### src/rtl/timebase_display_pkg.sv
// timebase_display_pkg: rate-select codes, digit count and seven-segment decode shared by the timebase front end.
package timebase_display_pkg;
  typedef enum logic [2:0] {X16, X8, X4, X2, X1} rate_t;
  localparam int NUM_DIGITS = 6;
  function automatic logic [0:6] seg7(input logic [3:0] d);
    case (d)
      4'd0: seg7 = 7'b0000001;
      4'd1: seg7 = 7'b1001111;
      4'd2: seg7 = 7'b0010010;
      4'd3: seg7 = 7'b0000110;
      4'd4: seg7 = 7'b1001100;
      4'd5: seg7 = 7'b0100100;
      4'd6: seg7 = 7'b0100000;
      4'd7: seg7 = 7'b0001111;
      4'd8: seg7 = 7'b0000000;
      4'd9: seg7 = 7'b0000100;
      default: seg7 = 7'b1111111;
    endcase
  endfunction
endpackage

### src/rtl/timebase_display_if.sv
// timebase_display_if: rate select, buttons, time value, ticks, press levels and display drive.
interface timebase_display_if;
  logic [2:0] accel;
  logic btn_test;
  logic btn_rst;
  logic [17:0] num;
  logic tick_1s;
  logic tick_var;
  logic test_press;
  logic rst_press;
  logic [0:6] sseg;
  logic [5:0] an;
  modport master(output accel, btn_test, btn_rst, num, input tick_1s, tick_var, test_press, rst_press, sseg, an);
  modport slave(input accel, btn_test, btn_rst, num, output tick_1s, tick_var, test_press, rst_press, sseg, an);
endinterface

### src/rtl/timebase_display_hold_detector.sv
// hold_detector: synchronizes a button and raises press once it has been held through HOLD_SEC one-second ticks.
module hold_detector #(
  parameter int HOLD_SEC = 4
) (
  input  logic clk,
  input  logic rst,
  input  logic btn,
  input  logic tick,
  output logic press
);
  localparam int HW = $clog2(HOLD_SEC + 1);
  localparam logic [HW-1:0] HMAX = HW'(HOLD_SEC);
  logic [1:0] sync_q, sync_d;
  logic [HW-1:0] cnt_q, cnt_d;
  always_comb begin
    sync_d = {sync_q[0], btn};
    cnt_d = !sync_q[1] ? '0 : (tick && cnt_q != HMAX) ? cnt_q + 1'b1 : cnt_q;
    press = cnt_q == HMAX;
  end
  always_ff @(posedge clk or posedge rst) begin
    if (rst) begin
      sync_q <= '0;
      cnt_q <= '0;
    end else begin
      sync_q <= sync_d;
      cnt_q <= cnt_d;
    end
  end
endmodule

### src/rtl/timebase_display.sv
// timebase_display: 1 Hz and rate-scaled tick enables, long-press detection and hh:mm:ss display scan.
module timebase_display
  import timebase_display_pkg::*;
#(
  parameter int CLK_HZ = 50_000_000,
  parameter int HOLD_SEC = 4,
  parameter int SCAN_DIV = 50_000
) (
  input logic clk,
  input logic rst,
  timebase_display_if.slave bus
);
  localparam int CW = $clog2(CLK_HZ + 1);
  localparam int SW = $clog2(SCAN_DIV + 1);
  logic [CW-1:0] sec_q, sec_d, var_q, var_d, per_m1;
  logic [SW-1:0] scan_q, scan_d;
  logic [2:0] dig_q, dig_d, acc_s, accel_q;
  logic [5:0] fld;
  logic tick_1s, tick_var, acc_chg, scan_wrap;
  always_comb begin
    acc_s = bus.accel > 3'(X1) ? 3'(X1) : bus.accel;
    acc_chg = acc_s != accel_q;
    per_m1 = (CW'(CLK_HZ) >> (3'(X1) - acc_s)) - 1'b1;
    tick_1s = sec_q == CW'(CLK_HZ - 1);
    tick_var = !acc_chg && var_q == per_m1;
    sec_d = tick_1s ? '0 : sec_q + 1'b1;
    var_d = (acc_chg || tick_var) ? '0 : var_q + 1'b1;
    scan_wrap = scan_q == SW'(SCAN_DIV - 1);
    scan_d = scan_wrap ? '0 : scan_q + 1'b1;
    dig_d = scan_wrap ? (dig_q == 3'(NUM_DIGITS - 1) ? '0 : dig_q + 1'b1) : dig_q;
    fld = dig_q[2] ? bus.num[17:12] : dig_q[1] ? bus.num[11:6] : bus.num[5:0];
    bus.sseg = seg7(4'(dig_q[0] ? fld / 6'd10 : fld % 6'd10));
    bus.an = ~(6'b1 << dig_q);
    bus.tick_1s = tick_1s;
    bus.tick_var = tick_var;
  end
  always_ff @(posedge clk or posedge rst) begin
    if (rst) begin
      sec_q <= '0;
      var_q <= '0;
      scan_q <= '0;
      dig_q <= '0;
    end else begin
      sec_q <= sec_d;
      var_q <= var_d;
      scan_q <= scan_d;
      dig_q <= dig_d;
    end
  end
  // Tracks accel through reset too, so a steady setting is not seen as a change on release.
  always_ff @(posedge clk) accel_q <= acc_s;
  hold_detector #(.HOLD_SEC(HOLD_SEC)) u_test (.clk(clk), .rst(rst), .btn(bus.btn_test), .tick(tick_1s), .press(bus.test_press));
  hold_detector #(.HOLD_SEC(HOLD_SEC)) u_rst (.clk(clk), .rst(rst), .btn(bus.btn_rst), .tick(tick_1s), .press(bus.rst_press));
endmodule

### src/flat_wrapper.sv
// flat-port wrapper written by rule: the top's interface ports become plain ports
module timebase_display_flat import timebase_display_pkg::*;
#(
  parameter int CLK_HZ = 50_000_000,
  parameter int HOLD_SEC = 4,
  parameter int SCAN_DIV = 50_000
)
  (clk, rst, bus_accel, bus_btn_test, bus_btn_rst, bus_num, bus_tick_1s, bus_tick_var, bus_test_press, bus_rst_press, bus_sseg, bus_an);
  timebase_display_if bus_i ();
  input logic clk;
  input logic rst;
  input wire logic [$bits(bus_i.accel)-1:0] bus_accel;
  input wire logic [$bits(bus_i.btn_test)-1:0] bus_btn_test;
  input wire logic [$bits(bus_i.btn_rst)-1:0] bus_btn_rst;
  input wire logic [$bits(bus_i.num)-1:0] bus_num;
  output wire logic [$bits(bus_i.tick_1s)-1:0] bus_tick_1s;
  output wire logic [$bits(bus_i.tick_var)-1:0] bus_tick_var;
  output wire logic [$bits(bus_i.test_press)-1:0] bus_test_press;
  output wire logic [$bits(bus_i.rst_press)-1:0] bus_rst_press;
  output wire logic [$bits(bus_i.sseg)-1:0] bus_sseg;
  output wire logic [$bits(bus_i.an)-1:0] bus_an;
  assign bus_i.accel = bus_accel;
  assign bus_i.btn_test = bus_btn_test;
  assign bus_i.btn_rst = bus_btn_rst;
  assign bus_i.num = bus_num;
  assign bus_tick_1s = bus_i.tick_1s;
  assign bus_tick_var = bus_i.tick_var;
  assign bus_test_press = bus_i.test_press;
  assign bus_rst_press = bus_i.rst_press;
  assign bus_sseg = bus_i.sseg;
  assign bus_an = bus_i.an;
  timebase_display #(.CLK_HZ(CLK_HZ), .HOLD_SEC(HOLD_SEC), .SCAN_DIV(SCAN_DIV)) u_core (.clk(clk), .rst(rst), .bus(bus_i));
endmodule
### config.mk
export PLATFORM = sky130hd
export DESIGN_NAME = timebase_display_flat
export DESIGN_NICKNAME = d
export VERILOG_FILES = /design/src/rtl/timebase_display_pkg.sv /design/src/rtl/timebase_display_if.sv /design/src/rtl/timebase_display_hold_detector.sv /design/src/rtl/timebase_display.sv /design/src/flat_wrapper.sv
export SDC_FILE = /design/constraint.sdc
export NUM_CORES = 1
export LEC_CHECK = 0
export CAP_MARGIN = 20
export CORE_MARGIN = 2
export CORE_UTILIZATION = 67
export DETAILED_ROUTE_END_ITERATION = 10
export DONT_BUFFER_PORTS = 1
export PLACE_DENSITY = 0.83
export SYNTH_ARGS = -nofsm -noshare
export SYNTH_HDL_FRONTEND = slang
export SYNTH_HIERARCHICAL = 1
export SYNTH_SLANG_ARGS = --single-unit
### constraint.sdc
create_clock -name clk -period 8.3 [get_ports clk]
set_clock_uncertainty 0.15 [all_clocks]
set_input_delay 2.075 -clock clk [delete_from_list [all_inputs] [get_ports clk]]
set_output_delay 2.075 -clock clk [all_outputs]
set_load 0.01 [all_outputs]
## Yosys cells after proc, flatten, opt, wreduce, memory -nomap -nowiden

Memories as Yosys holds them, arrays and structs flattened.
Index checks and enable logic that the tools add are counted.

- $add $sub $neg: 8
- Divide/modulo/power cells: 2
- Order comparisons: 1
- Equal/unequal tests: 11
- Shifts and indexed selects: 2
- Multiplexer cells: 12
- Bitwise logic cells: 1
- Reductions and logical operators: 5

Operators by type and width:

| operator | number |
|---|---|
| $add A26 B1 Y26 const B | 2 |
| $mux W26 | 2 |
| $eq A26 B26 Y1 | 1 |
| $eq A26 B26 Y1 const B | 1 |
| $shr A26 B3 Y26 const A | 1 |
| $sub A26 B1 Y26 const B | 1 |
| $mux W3 | 6 |
| $add A16 B1 Y16 const B | 1 |
| $eq A16 B16 Y1 const B | 1 |
| $mux W16 | 1 |
| $mux W6 | 2 |
| $add A3 B1 Y3 const B | 3 |
| $eq A3 B3 Y1 const B | 3 |
| $div A6 B4 Y6 const B | 1 |
| $mod A6 B4 Y6 const B | 1 |
| $ne A3 B3 Y1 const B | 2 |
| $not A6 Y6 | 1 |
| $shl A1 B3 Y6 const A | 1 |
| $mux W4 | 1 |
| $ne A2 B1 Y1 const B | 2 |
| $gt A3 B3 Y1 const B | 1 |
| $logic_and A1 B1 Y1 | 3 |
| $ne A3 B3 Y1 | 1 |
| $sub A3 B3 Y3 const A | 1 |
| 2 further kinds | 2 |

- Flip-flop bits (word level): 84
- ROM bits: 112
- Input port bits: 25
- Output and inout port bits: 17
- Logic and storage cells: 52
- Memories: 1

Memories:

| name | depth | width | rd ports | clocked after memory_dff | wr ports | RTL line | source |
|---|---|---|---|---|---|---|---|
| (no name shown) | 16 | 7 | 1 | 0 | 0 | timebase_display_pkg.sv:6 | `case (d)` |

## Depth between registers and ports, before layout

- Depth in word-level cells: 9
- Mapped depth: 17
- Gate-level depth less buffers: 14

## Hierarchy

Netlist, hierarchy kept.

By module, submodules not included:

| module | instances | cells an instance | area an instance (µm²) |
|---|---|---|---|
| timebase_display | 1 | 522 | 4690.7 |
| hold_detector | 2 | 21 | 244.0 |

## Least setup slack after synthesis

No wires, ideal clock.

- Kind: in2out
- Start: in bus_num[10]
- End: out bus_sseg[2]
- Data arrival time: 4.696 ns
- Setup slack: 1.379 ns
- Cell stages on the path: 14
- Buffers on the path: 0
- Cell sequence: mux2_2 o21a_2 clkinv_2 ha_1 o211ai_1 o2bb2ai_1 o31ai_1 and4bb_1 a211oi_1 o21a_1 inv_1 ha_1 mux2_2 a21oi_1

- Longest elaborated chain between the ends: 5

Ends and longest elaborated chain:

| what | RTL line | source |
|---|---|---|
| start, declared | flat_wrapper.sv:15 | `input wire logic [$bits(bus_i.num)-1:0] bus_num;` |
| $mux W6 (*) (2 in series) | timebase_display.sv:31 | `fld = dig_q[2] ? bus.num[17:12] : dig_q[1] ? bus.num[11:6] : bus.num[5:0];` |
| $mod A6 B4 Y6 / $div A6 B4 Y6 (equally long branches) | timebase_display.sv:32 | `bus.sseg = seg7(4'(dig_q[0] ? fld / 6'd10 : fld % 6'd10));` |
| $mux W4 (*) | timebase_display.sv:32 |  |
| $mem_v2 Z16 W7 (*) | - |  |
| end, declared | flat_wrapper.sv:20 | `output wire logic [$bits(bus_i.sseg)-1:0] bus_sseg;` |

Mark *: on every way between the ends. The rest lies on a longest branch, timed or not.

## Worst setup path in the final report

- Start: in bus_num[9]
- End: out bus_sseg[2]

Same word-level chain as after synthesis.

==> run_results.csv <==
group,metric,value,unit
status,status,"finished, final reports clean",
worst_setup_path,crit_buf_inv,2,
synthesis,synth-async-reset-ratio,96.4,%
clock_tree,clock_sinks,84,
synthesis,synth_flop_cell,"dfrtp_1",
floorplan,die_w,91.9,microns
global_routing,use_met3,4.52,%
clock_tree,path_clk_slew,0.08,ns
hold_path,min_path_type,"reg2reg",
worst_setup_path,cp_slowest_stage_delay,0.35,ns
synthesis,synthTopCellsByArea,"dfrtp_1 39%, xnor2_1 6.3%, xor2_1 5.9%, nor2_1 5.4%, ha_1 5.1%",
route,wl_per_cell,14.9,microns
timing,relSlewSlack,37.0,%
worst_setup_path,setup.worst_path.class,"in2out",
power_and_ir_drop,p_leak,2.30,nW
hold_path,min_to,"u_core/u_test/sync_q[1]",
synthesis,yosysTopAreaCell,"dfrtp_1",
floorplan,std_cell_rows,32,
timing,period_minus_slack,7.35,ns
cells_and_area,syn2layout_area_growth,4.76,%
global_routing,grt_use_total,25.1,%
clock_tree,clk_latency,0.36,ns
clock_tree,cts_made_buffers,9,
timing,worst_pin_slew,0.945,ns
worst_setup_path,startpoint_type,"input port",
timing,rsz0062_at_grt,"no",
synthesis,yosysWarnings,6,
route,drcViolationCount,0,
route,drtIter0Drc,254,
global_routing,busiest_layer,"met2",
route,wirelength,9890,microns
worst_setup_path,reg2reg_setup_slack,5.32,ns
floorplan,initial_core_util,68.1,%
worst_setup_path,critPathMaxFanout,9,
cells_and_area,nNetsFinal,604,
global_routing,grt_max_degree,72,
synthesis,synth.avg_cell_area,9.18,sq um
worst_setup_path,crit_chain,"mux2i_1, o21ai_2, inv_2, ha_1, nor2b_1, o211ai_1, a21oi_1, and4bb_1, a211oi_1, o21a_1, inv_1, ha_1, mux2_2, a21oi_1",
timing,finalMaxSlewViolations,0,
worst_setup_path,worstPathArrival,5.13,ns
synthesis,synth-edff-count,0,
floorplan,die_h,91.9,microns
worst_setup_path,cpMaxStageDelayCell,"ha_1",
worst_setup_path,worst-r2r-cell-count,8,
synthesis,synth_most_common_cell,"dfrtp_1",
route,ant_nets,0,
global_routing,grt_pass1_vias,3873,
placed_design,gp_congestion,0.913,
synthesis,synth.distinct_cells,69,
synthesis,synth_nets,610,
floorplan,die_area,0.00845,sq mm
placed_design,place_hpwl,7210,microns
hold_path,min_path_cells,0,
timing,tns,0,ns
worst_setup_path,r2r_end,"u_core/var_q[4]",
cells_and_area,final_cells,665,
synthesis,ys_seq_elements,84,
global_routing,antenna_found_initial,0,
route,viasPerCell,5.94,
power_and_ir_drop,powerDensity,148,mW/mm^2
synthesis,ys_seq_area_share,40.3,%
global_routing,grt_pass1_wl,17200,microns
cells_and_area,final_util,71.3,%
worst_setup_path,rr_startpoint,"u_core/var_q[6]",
job,maxCapViolCount,0,
clock_tree,clock-root-buffer,"clkbuf_8",
synthesis,syn_inst,564,
floorplan,fp.coreArea,0.00761,sq mm
global_routing,use_met2,41.2,%
timing,fin_crit_sh,88.6,%
cells_and_area,n_antenna_cell,0,
placed_design,dpl.cell_count,649,
placed_design,pre_cts_ws,1.01,ns
route,firstDrtPassIters,5,
placed_design,port_buffers,0,
global_routing,overflow,0,
floorplan,io_pins,42,
clock_tree,post_cts_buffers,0,
clock_tree,post_cts_resize_count,0,
clock_tree,hold_buffers,0,
clock_tree,cts_tree,"built",
clock_tree,cts-htree-levels,3,
timing,fmax,0.136,GHz
clock_tree,cts_buffer_depth,2,
route,route.vias.total,3948,
timing,hold_viol,0,
synthesis,yosysTopAreaCellShare,39.1,%
worst_setup_path,crit_family,"compound AO/OA/AOI/OAI gates",
hold_path,hold_start,"u_core/u_test/sync_q[0]",
worst_setup_path,crit_required,6.08,ns
synthesis,ys_top_cells_by_count,"81 x dfrtp_1, 75 x nor2_1, 44 x nand2_1",
timing,finalSetupViolCount,0,
synthesis,syn-cell-area,0.00518,sq mm
power_and_ir_drop,ir_worst_vdd,0.123,mV
timing,final.setup.worst_slack,0.949,ns
global_routing,gr-usage-met1,33.5,%
worst_setup_path,cp-end-kind,"output port",
cells_and_area,drive_gt1_share,8.88,%
-- cell type report --
class	count	area, sq um
multi-input combinational	435	2890
fill	590	2180
sequential	84	2090
clock buffer	10	138
tap	102	128
inverter	26	98.8
clock inverter	6	71.3
timing repair buffer	2	15.0
-- how the worst max path moves through the flow --
stage	startpoint	to	slack [ns]	cells past startpoint
2_1_floorplan	bus_num[10]	bus_sseg[2]	1.38	14
3_3_place_gp	bus_num[9]	bus_sseg[2]	1.17	14
3_5_place_dp	bus_num[9]	bus_sseg[2]	1.01	14
4_1_cts	bus_num[9]	bus_sseg[2]	0.97	14
5_1_grt	bus_num[9]	bus_sseg[2]	0.70	14
6_report	bus_num[9]	bus_sseg[2]	0.95	14
-- where the power goes --
part / internal [W] / total (W) / leakage (nW) / switching (W)
clock network: 0.000150 / 0.000298 / 0.0995 / 0.000148
logic: 0.0000326 / 0.0000909 / 1.08 / 0.0000583
registers: 0.000411 / 0.000413 / 1.12 / 0.00000178
total: 0.000593 / 0.000801 / 2.30 / 0.000208
-- state kept, by name (all words and copies together), names as in the netlist --
| signal | count |
|---|---|
| u_core/sec_q | 26 |
| u_core/var_q | 26 |
| u_core/scan_q | 16 |
| u_core/accel_q | 3 |
| u_core/dig_q | 3 |
| u_core/u_rst/cnt_q | 3 |
| u_core/u_test/cnt_q | 3 |
| u_core/u_rst/sync_q | 2 |
| u_core/u_test/sync_q | 2 |
-- cells by family after synthesis --
family                     Yosys count  synth area share [%]
AOI/OAI and AO/OA                   75                  9.79
DFF                                 84                  40.3
adders and majority gates           21                  5.07
muxes                               22                  4.42
buffers and inverters               45                  4.11
and+or+nand+nor                    245                  24.1
xor gates and xnor gates            72                  12.2
-- layout by cell type (no fill, tap or decap), types with 3 or more instances in the layout --
cell and instances:
nand2b_1 5, dfxtp_1 3, o21a_1 3, o211ai_1 4, nor2_1 75, ha_1 21
nor4_1 7, nand2_1 44, nor3b_1 3, a211oi_1 4, dfrtp_1 81, inv_2 4
nor4bb_1 3, inv_1 21, mux2_2 4, o21ai_0 12, a21oi_1 24, mux2i_1 17
xnor2_1 37, nand3_1 34, and3_1 17, clkbuf_8 10, and2_1 6, nand4_1 10
nor3_1 13, nor2b_1 5, o21ai_1 4, xor2_1 35
-- layer usage --
layer  share of wire [%]  up-vias
met5                   0        -
met3                 4.5       19
met1                  44     1893
met2                  49      104
met4                 1.9        0
li1                    -     1932
-- metrics by stage --
| stage | area [sq um] | hold slack [ns] | power (W) |
|---|---|---|---|
| 5_1_grt | 5430 | 0.212 | 0.000839 |
| 3_5_place_dp | 5220 | 0.190 | 0.000511 |
| 4_1_cts | 5430 | 0.212 | 0.000812 |
| 2_1_floorplan | 5180 | 0.181 | 0.000499 |
| 3_3_place_gp | 5220 | 0.188 | 0.000508 |
| 6_report | 5430 | 0.209 | 0.000801 |
Power figures use the tool's default switching activity.
